**config.mk**
```make
export PLATFORM = sky130hd
export DESIGN_NAME = mem_arbiter
export DESIGN_NICKNAME = d
export VERILOG_FILES = /design/src/rtl/mem_pkg.sv /design/src/rtl/mem_arb_pick.sv /design/src/rtl/mem_arbiter.sv
export SDC_FILE = /design/constraint.sdc
export NUM_CORES = 1
export LEC_CHECK = 0
export ABC_AREA = 1
export BUFFER_PORTS_ARGS = -buffer_cell sky130_fd_sc_hd__buf_4
export CAP_MARGIN = 5
export CORE_MARGIN = 2
export CORE_UTILIZATION = 30
export CTS_BUF_LIST = sky130_fd_sc_hd__clkbuf_4 sky130_fd_sc_hd__clkbuf_8
export DETAILED_ROUTE_END_ITERATION = 10
export GPL_TIMING_DRIVEN = 0
export PLACE_DENSITY = 0.63
export SLEW_MARGIN = 25
export SYNTH_ARGS = -nofsm -noshare
export SYNTH_HDL_FRONTEND = slang
export SYNTH_SLANG_ARGS = --single-unit
```
**constraint.sdc**
```tcl
create_clock -name clk -period 2.55 [get_ports clk]
set_clock_uncertainty 0.05 [all_clocks]
set_input_delay 0.3825 -clock clk [delete_from_list [all_inputs] [get_ports clk]]
set_output_delay 0.3825 -clock clk [all_outputs]
set_load 0.05 [all_outputs]
```
**src/rtl/mem_pkg.sv**
```systemverilog
// Shared definitions for the memory arbiter: FSM state encoding and counter sizing.
package mem_pkg;

    typedef enum logic [1:0] {
        IDLE   = 2'd0,
        ACCESS = 2'd1,
        DONE   = 2'd2
    } state_e;

    // Wait counter holds up to WAIT_CYCLES-1 (max 14).
    localparam int unsigned CNT_W = 4;

endpackage

```
**src/rtl/mem_arb_pick.sv**
```systemverilog
// Combinational winner selection: fixed highest-index or rotating priority after last_grant_i.
module mem_arb_pick #(
    parameter int unsigned CLIENT_CNT = 4,
    parameter int unsigned IDX_W      = $clog2(CLIENT_CNT)
) (
    input  logic [CLIENT_CNT-1:0] requests_i,
    input  logic [IDX_W-1:0]      last_grant_i,
    input  logic                  rr_mode_i,
    output logic [IDX_W-1:0]      winner_o,
    output logic                  valid_o
);

    always_comb begin
        int unsigned idx;
        logic        found;
        winner_o = '0;
        valid_o  = |requests_i;
        idx      = 0;
        found    = 1'b0;
        if (rr_mode_i) begin
            // First active request at or after last_grant_i+1, wrapping.
            for (int unsigned k = 0; k < CLIENT_CNT; k++) begin
                idx = (32'(last_grant_i) + k + 32'd1) % CLIENT_CNT;
                if (!found && requests_i[IDX_W'(idx)]) begin
                    winner_o = IDX_W'(idx);
                    found    = 1'b1;
                end
            end
        end else begin
            for (int unsigned i = 0; i < CLIENT_CNT; i++) begin
                if (requests_i[IDX_W'(i)]) begin
                    winner_o = IDX_W'(i);
                end
            end
        end
    end

endmodule

```
**src/rtl/mem_arbiter.sv**
```systemverilog
// Arbitrates single-port memory access among CLIENT_CNT clients with fixed latency
// and a ready/request handshake per client.
module mem_arbiter
    import mem_pkg::*;
#(
    parameter int unsigned CLIENT_CNT  = 4,
    parameter int unsigned ADDR_W      = 8,
    parameter int unsigned DATA_W      = 8,
    parameter int unsigned WAIT_CYCLES = 1,
    parameter int unsigned ROUND_ROBIN = 1
) (
    input  logic                           clk,
    input  logic                           rst,
    input  logic [CLIENT_CNT-1:0]          requests,
    input  logic [CLIENT_CNT*ADDR_W-1:0]   addrs,
    input  logic [CLIENT_CNT-1:0]          wes,
    input  logic [CLIENT_CNT*DATA_W-1:0]   data_outs,
    input  logic [DATA_W-1:0]              mem_rdata,
    output logic [CLIENT_CNT-1:0]          readies,
    output logic [DATA_W-1:0]              rdata,
    output logic [ADDR_W-1:0]              addr,
    output logic [DATA_W-1:0]              data_out,
    output logic                           we,
    output logic [$clog2(CLIENT_CNT)-1:0]  grant,
    output logic                           busy
);

    localparam int unsigned IDX_W = $clog2(CLIENT_CNT);

    state_e                state_q, state_d;
    logic [CNT_W-1:0]      cnt_q, cnt_d;
    logic [ADDR_W-1:0]     addr_q, addr_d;
    logic [DATA_W-1:0]     data_q, data_d;
    logic [DATA_W-1:0]     rdata_q, rdata_d;
    logic                  we_q, we_d;
    logic [IDX_W-1:0]      grant_q, grant_d;
    logic [CLIENT_CNT-1:0] readies_q, readies_d;
    logic                  busy_q, busy_d;
    logic                  fresh_q, fresh_d;

    logic [IDX_W-1:0]      win;
    logic                  win_vld;
    logic [IDX_W-1:0]      search_base;

    // Until the first grant after reset, pretend the last holder was the top index so the search starts at 0.
    assign search_base = fresh_q ? IDX_W'(CLIENT_CNT - 1) : grant_q;

    mem_arb_pick #(
        .CLIENT_CNT (CLIENT_CNT),
        .IDX_W      (IDX_W)
    ) u_pick (
        .requests_i   (requests),
        .last_grant_i (search_base),
        .rr_mode_i    (ROUND_ROBIN != 0),
        .winner_o     (win),
        .valid_o      (win_vld)
    );

    always_ff @(posedge clk or posedge rst) begin
        if (rst) begin
            state_q   <= IDLE;
            cnt_q     <= '0;
            addr_q    <= '0;
            data_q    <= '0;
            rdata_q   <= '0;
            we_q      <= 1'b0;
            grant_q   <= '0;
            readies_q <= '0;
            busy_q    <= 1'b0;
            fresh_q   <= 1'b1;
        end else begin
            state_q   <= state_d;
            cnt_q     <= cnt_d;
            addr_q    <= addr_d;
            data_q    <= data_d;
            rdata_q   <= rdata_d;
            we_q      <= we_d;
            grant_q   <= grant_d;
            readies_q <= readies_d;
            busy_q    <= busy_d;
            fresh_q   <= fresh_d;
        end
    end

    always_comb begin
        state_d   = state_q;
        cnt_d     = cnt_q;
        addr_d    = addr_q;
        data_d    = data_q;
        rdata_d   = rdata_q;
        we_d      = 1'b0;
        grant_d   = grant_q;
        readies_d = readies_q;
        fresh_d   = fresh_q;
        unique case (state_q)
            IDLE: begin
                if (win_vld) begin
                    addr_d  = addrs[32'(win) * ADDR_W +: ADDR_W];
                    data_d  = data_outs[32'(win) * DATA_W +: DATA_W];
                    we_d    = wes[win];
                    grant_d = win;
                    cnt_d   = CNT_W'(WAIT_CYCLES - 1);
                    fresh_d = 1'b0;
                    state_d = ACCESS;
                end
            end
            ACCESS: begin
                if (cnt_q == '0) begin
                    rdata_d            = mem_rdata;
                    readies_d          = '0;
                    readies_d[grant_q] = 1'b1;
                    state_d            = DONE;
                end else begin
                    cnt_d = cnt_q - CNT_W'(1);
                end
            end
            DONE: begin
                if (!requests[grant_q]) begin
                    readies_d = '0;
                    state_d   = IDLE;
                end
            end
            default: state_d = IDLE;
        endcase
        busy_d = (state_d != IDLE);
    end

    assign readies  = readies_q;
    assign rdata    = rdata_q;
    assign addr     = addr_q;
    assign data_out = data_q;
    assign we       = we_q;
    assign grant    = grant_q;
    assign busy     = busy_q;

endmodule

```
==> impl_metrics.ini, run 1 <==
[status]
status = complete, no violations

[die]
die_w_um = 96.98
die_h_um = 96.98
design.portCount = 114
num_rows = 33
starting_density_pct = 31.25
design.die.area_um2 = 9405
placeableCoreArea_um2 = 8299

[worst_setup_path]
cpMostUsedCell = nand2_1
worst_r2r_path_depth = 14
crit-reg2reg-launch = fresh_q
timing.critical_path.slowest_stage_cell = dfstp_2
r2r_end = data_out[3]
crit_arrival_ns = 2.48
setup.worst_path.class = reg2reg
crit_path_cell_trace = inv_1, nand2_2, nand2_1, nand3_1, nand2_2, nor2_4, nand4_4, nand2_4, buf_4, nand2_1, nand3_1, nand2_1, nand2_1, nand2_1
worstPathBufferInverterCount = 2
setup.worst_path.end_class = flop
cp_top_family = simple AND/OR/NAND/NOR gates
maximum_fanout_count_along_the_critical_path = 10
max_stage_delay_ns = 0.59
timing.critical_path.from_type = flop
setup.reg_to_reg.worst_slack_ns = 0.20
worstPathRequired_ns = 2.68

[routing]
drt_antenna_net_count = 0
viasPerCell = 4.647
detailedRoute.firstIterationViolations = 91
drt-pass1-iter-count = 4
total_detailed_routing_wirelength_um = 7579
vias = 2816
wl_per_cell_um = 12.51
detail_route.drc_violations = 0

[finish]
synthToLayoutAreaGrowth_pct = 42.74
multi_input_logic_area_um2 = 1418
n_fill_cell = 858
final_nets = 584
layout.area.seq_um2 = 977.2
final_layout_size_suffix_gt1_share_pct = 31.94
mostFrequentLayoutCells = nand2_1, buf_4, nand3_1
antenna_cells_inserted = 0
final_util_pct = 44.61
final_common_cell = nand2_1

[global_route]
first_global_vias = 2719
groute.usage.overall_pct = 16.20
grt_pass1_wl_um = 12650
grt_start_max_net_pins = 31
gr-total-overflow = 0
initial_antenna_violation_count = 0

[timing]
final_hold_viol_count = 0
max_clock_freq_ghz = 0.4256
relSlewSlack_pct = 64.04
timing_worst_slew_pin_value_ns = 0.5364
setup_viol = 0
min_period_ns = 2.349
post-route-period-util_pct = 92.14
timing_max_transition_violations_final = 0
grt_setup_unrepaired = true

[placed_design]
gpl_congestion = 0.8591
count_of_buffers_from_port_buffering = 113
dp_hpwl_um = 6008

[yosys]
yosys_most_used_dff = dfrtp_1
post_synth_instance_area_um2 = 2594
syn_nets = 462
synth_top_cells_by_area = dfrtp_1, nand2_1, nand3_1, inv_1, nand3b_1
synth_top_cell_area_share_pct = 36.66
netlist_instances = 378
postSynthRegisterBits = 39
synth_area_per_cell_um2 = 6.862
yosys_warnings = 0
synth.distinct_cells = 32
ys_seq_area_share_pct = 37.67
synth-edff-count = 0
yosys.area.top_type = dfrtp_1
async_reset_ff_share_pct = 100.0

[clock_tree]
clkLatencyLatePin_ns = 0.29
clock_tree.root_cell = clkbuf_8
cts_max_level = 2
tritoncts.num_buffers = 5
clk_transition_reported_paths_ns = 0.08
tritoncts = built
clock_net_sink_count = 39
cts.path.max_buffers = 2

[pwr]
ratio_of_total_power_to_cell_area_nw_per_um2 = 1584
finalPower_mw = 5.865
static_leak_nw = 2.073
peakVddDrop_mv = 0.7241

[min_path]
worstHoldPathType = in2reg
worstHoldPathCells = 2
hold-path-endpoint = rdata[1]
hp-start = mem_rdata[1]

[job]
cap_violations = 0
## synthesized netlist by cell type (4+ instances only)
cell      instances
buf_2             5
buf_4             4
clkbuf_1          5
dfrtp_1          38
inv_1            32
mux2_2            8
nand2_1         169
nand2_2           4
nand3_1          51
nand3b_1         15
nor2_1           10
o21ai_0           7
## per-stage QoR
step	worst slack (ns)	cells	instance area, µm²	setup TNS [ns]	hold slack, ns
floorplan	0.3331	378	2594	0	0.4108
global placement	0.1710	596	3573	0	0.4182
detailed placement	0.1747	597	3593	0	0.2819
CTS	0.1601	606	3687	0	0.2602
global route	-0.004983	606	3702	-0.004983	0.2584
finish	0.2005	606	3702	0	0.2691
## worst register-to-register path, delay by kind of cell, from the launching register on
| family | cells | cell delay, ns |
|---|---|---|
| buf+inv | 2 | 0.30 |
| simple gates | 12 | 1.30 |
| flops | 1 | 0.59 |
## registers in the layout, summed over array words and instances, names as in the netlist
name and flops:
data_out 8, busy 1, state_q 2, we 1, cnt_q 4, fresh_q 1, rdata 8, grant 2
addr 8, readies 4
## logic make-up (layout without fill, tap and decap cells)
group,count (synthesis),after routing,synth area share (%)
compound gates,16,16,3.473
xor+xnor,1,1,0.3377
fa+ha+maj,2,2,0.9646
buf+inv,49,172,8.201
flops,39,39,37.67
mux,8,8,3.473
simple gates,263,263,45.88
## final cells by class
type                            count  share of cell area (%)
Inverter                           34                   3.447
Clock buffer                        5                   1.859
Timing Repair Buffer              115                   23.72
Sequential cell                    39                   26.39
Clock inverter                      3                  0.4055
Buffer                             15                   2.332
Tap cell                          105                   3.548
Multi-Input combinational cell    290                   38.29
## timing repair
action,in CTS,in global routing
setup buffers,0,0
endpoints found under the hold margin,9,0
hold buffers,1,0
gates resized for setup,0,6
setup endpoints to repair,0,14
## power by group
part / switching [mW] / internal, mW / total [mW]
Clock: 0.218 / 0.187 / 0.405
Combinational: 2.91 / 1.45 / 4.36
Sequential: 0.191 / 0.914 / 1.10
## worst max path at each step
stage	startpoint	cells past startpoint	endpoint
6_report	fresh_q	14	data_out[3]
2_1_floorplan	grant[0]	12	addr[1]
5_1_grt	fresh_q	15	data_out[1]
4_1_cts	fresh_q	12	addr[1]
3_5_place_dp	fresh_q	12	addr[1]
3_3_place_gp	grant[0]	11	addr[1]
## routing by layer
| metal | share of wire (%) | routed length (µm) | vias to the layer above | GRT usage, % |
|---|---|---|---|---|
| li1 | - | - | 1447 | - |
| met3 | 7.0 | 529 | 6 | 4.408 |
| met2 | 47 | 3547 | 91 | 27.46 |
| met1 | 46 | 3455 | 1272 | 21.09 |
| met4 | 0.61 | 46 | 0 | 2.600 |
| met5 | 0 | 0 | - | 0 |
No activity file was read; power rests on OpenSTA's default activity.
==> run 2: changes to the inputs <==
- CTS_BUF_LIST: sky130_fd_sc_hd__clkbuf_4 sky130_fd_sc_hd__clkbuf_8 -> sky130_fd_sc_hd__clkbuf_16
==> run 2 against run 1 <==
Net effect: maximum frequency rose by 0.14%; register-to-register slack hardly changed; cell count unchanged; total power rose by 3.2%; core utilization rose by 0.68 points; worst setup slack better by 0.0034 ns; die area did not move; flip-flop and latch count did not move; hold slack better by 0.013 ns; non-clock buffer count did not move; sequential power hardly changed; critical endpoint is now addr[3]; largest cell class unchanged.
==> impl_metrics.ini, run 2 (synthesis results as in run 1) <==
[pwr]
finalPower_mw = 6.055
p_int_mw = 2.718
ratio_of_total_power_to_cell_area_nw_per_um2 = 1611
peakVddDrop_mv = 0.7045
swShare_pct = 55.11
sequentialPowerShare_pct = 18.3
fraction_of_power_consumed_by_combinational_cells_pct = 71.9
switchingPower_mw = 3.337
clock_power_share_pct = 9.8
static_leak_nw = 2.099

[finish]
antenna_cells_inserted = 0
multi_input_logic_area_um2 = 1418
final_layout_size_suffix_gt1_share_pct = 31.94
mostFrequentLayoutCells = nand2_1, buf_4, nand3_1
final_nets = 584
n_fill_cell = 842
final_common_cell = nand2_1
synthToLayoutAreaGrowth_pct = 44.91
layout.area.seq_um2 = 977.2
final_area_um2 = 3759

[min_path]
hold-path-endpoint = rdata[1]
worstHoldPathCells = 2
worstHoldPathType = in2reg
hp-start = mem_rdata[1]

[worst_setup_path]
r2r_end = addr[3]
crit-reg2reg-launch = fresh_q
timing.critical_path.from_type = flop
setup.worst_path.end_class = flop
setup.worst_path.class = reg2reg
setup.reg_to_reg.worst_slack_ns = 0.20
worstPathRequired_ns = 2.67
maximum_fanout_count_along_the_critical_path = 10
crit_arrival_ns = 2.46
worst_r2r_path_depth = 14

[die]
die_w_um = 96.98
design.portCount = 114
die_h_um = 96.98
design.die.area_um2 = 9405
placeableCoreArea_um2 = 8299
starting_density_pct = 31.25
num_rows = 33

[job]
cap_violations = 0

[global_route]
grt_start_max_net_pins = 31
gr-total-overflow = 0
initial_antenna_violation_count = 0
first_global_vias = 2713
groute.usage.overall_pct = 16.02
grt_pass1_wl_um = 12590

[clock_tree]
cts_max_level = 2
clock_net_sink_count = 39
tritoncts.num_buffers = 5
clk_transition_reported_paths_ns = 0.06
clkLatencyLatePin_ns = 0.28
clock_tree.root_cell = clkbuf_16
tritoncts = built
cts.path.max_buffers = 2

[routing]
detailedRoute.firstIterationViolations = 92
top_layer = met4
routedLengthMet1_um = 3507
wl_met3_um = 454
wl_per_cell_um = 12.44
drt_antenna_net_count = 0
total_detailed_routing_wirelength_um = 7539
vias = 2806
detail_route.drc_violations = 0
met2_length_um = 3528
viasPerCell = 4.630
drt-pass1-iter-count = 4

[timing]
grt_setup_unrepaired = false
timing_worst_slew_pin_value_ns = 0.5457
max_clock_freq_ghz = 0.4262
post-route-period-util_pct = 92.00
relSlewSlack_pct = 63.42
min_period_ns = 2.346
timing_max_transition_violations_final = 0
setup_viol = 0
final_hold_viol_count = 0
hold_slack_ns = 0.2824
fin_tns_setup_ns = 0

[status]
status = complete, no violations

[placed_design]
dpl_cell_area_um2 = 3593
dp_hpwl_um = 6008
count_of_buffers_from_port_buffering = 113
gpl_congestion = 0.8591
## run 2: cell count changes in the layout (fill, tap and decap cells not counted)
cell,before,now
clkbuf_16,0,5
clkbuf_8,5,0
## run 2: power by group through the flow
stage	clock network (mW)	registers [mW]	logic [mW]
detailed placement	0	1.10	4.38
finish	0.595	1.11	4.35
CTS	0.610	1.10	4.38
global placement	0	1.10	4.32
floorplan	0	1.89	2.40
global route	0.631	1.14	4.84
## run 2: cell type report
cell class | count | area share [%]
Buffer | 15 | 2.297
Clock buffer | 5 | 3.329
Clock inverter | 3 | 0.3995
Inverter | 34 | 3.395
Multi-Input combinational cell | 290 | 37.72
Sequential cell | 39 | 26.00
Tap cell | 105 | 3.495
Timing Repair Buffer | 115 | 23.37
## run 2: worst max-delay path by stage
stage          slack, ns  depth (start not counted)           to  startpoint
3_3_place_gp        0.17                         11      addr[1]    grant[0]
3_5_place_dp        0.17                         12      addr[1]     fresh_q
2_1_floorplan       0.33                         12      addr[1]    grant[0]
6_report            0.20                         14      addr[3]     fresh_q
4_1_cts             0.16                         12      addr[1]     fresh_q
5_1_grt           0.0004                         15  data_out[1]     fresh_q
## run 2: per-stage QoR
stage,instances,worst slack (ns),util [%]
after floorplan,378,0.3331,-
after global placement,596,0.1710,43.06
after detailed placement,597,0.1747,43.30
after CTS,606,0.1638,45.11
after global routing,606,0.0003573,45.29
final,606,0.2039,45.29
## run 2: critical path, stage by stage (launching register included)
cell and delay [ns]:
dfstp_2 0.59, inv_1 0.11, nand2_2 0.18, nand2_1 0.11, nand3_1 0.10, nand2_2 0.09, nor2_4 0.15, nand4_4 0.17
nand2_4 0.18, buf_4 0.19, nand2_1 0.06, nand3_1 0.07, nand2_1 0.07, nand2_1 0.06, nand2_1 0.06
## run 2: layer usage
metal | up-vias | global-route usage [%]
met5 | - | 0
met1 | 1272 | 21.10
met3 | 5 | 3.757
met2 | 81 | 27.46
met4 | 0 | 2.275
li1 | 1448 | -
## run 2: repair_timing
item                                    in CTS  in global routing
resized for setup                            0                  6
buffers inserted                             0                  0
endpoints found under the setup margin       0                 12
hold buffers                                 1                  0
endpoints found under the hold margin        9                  0
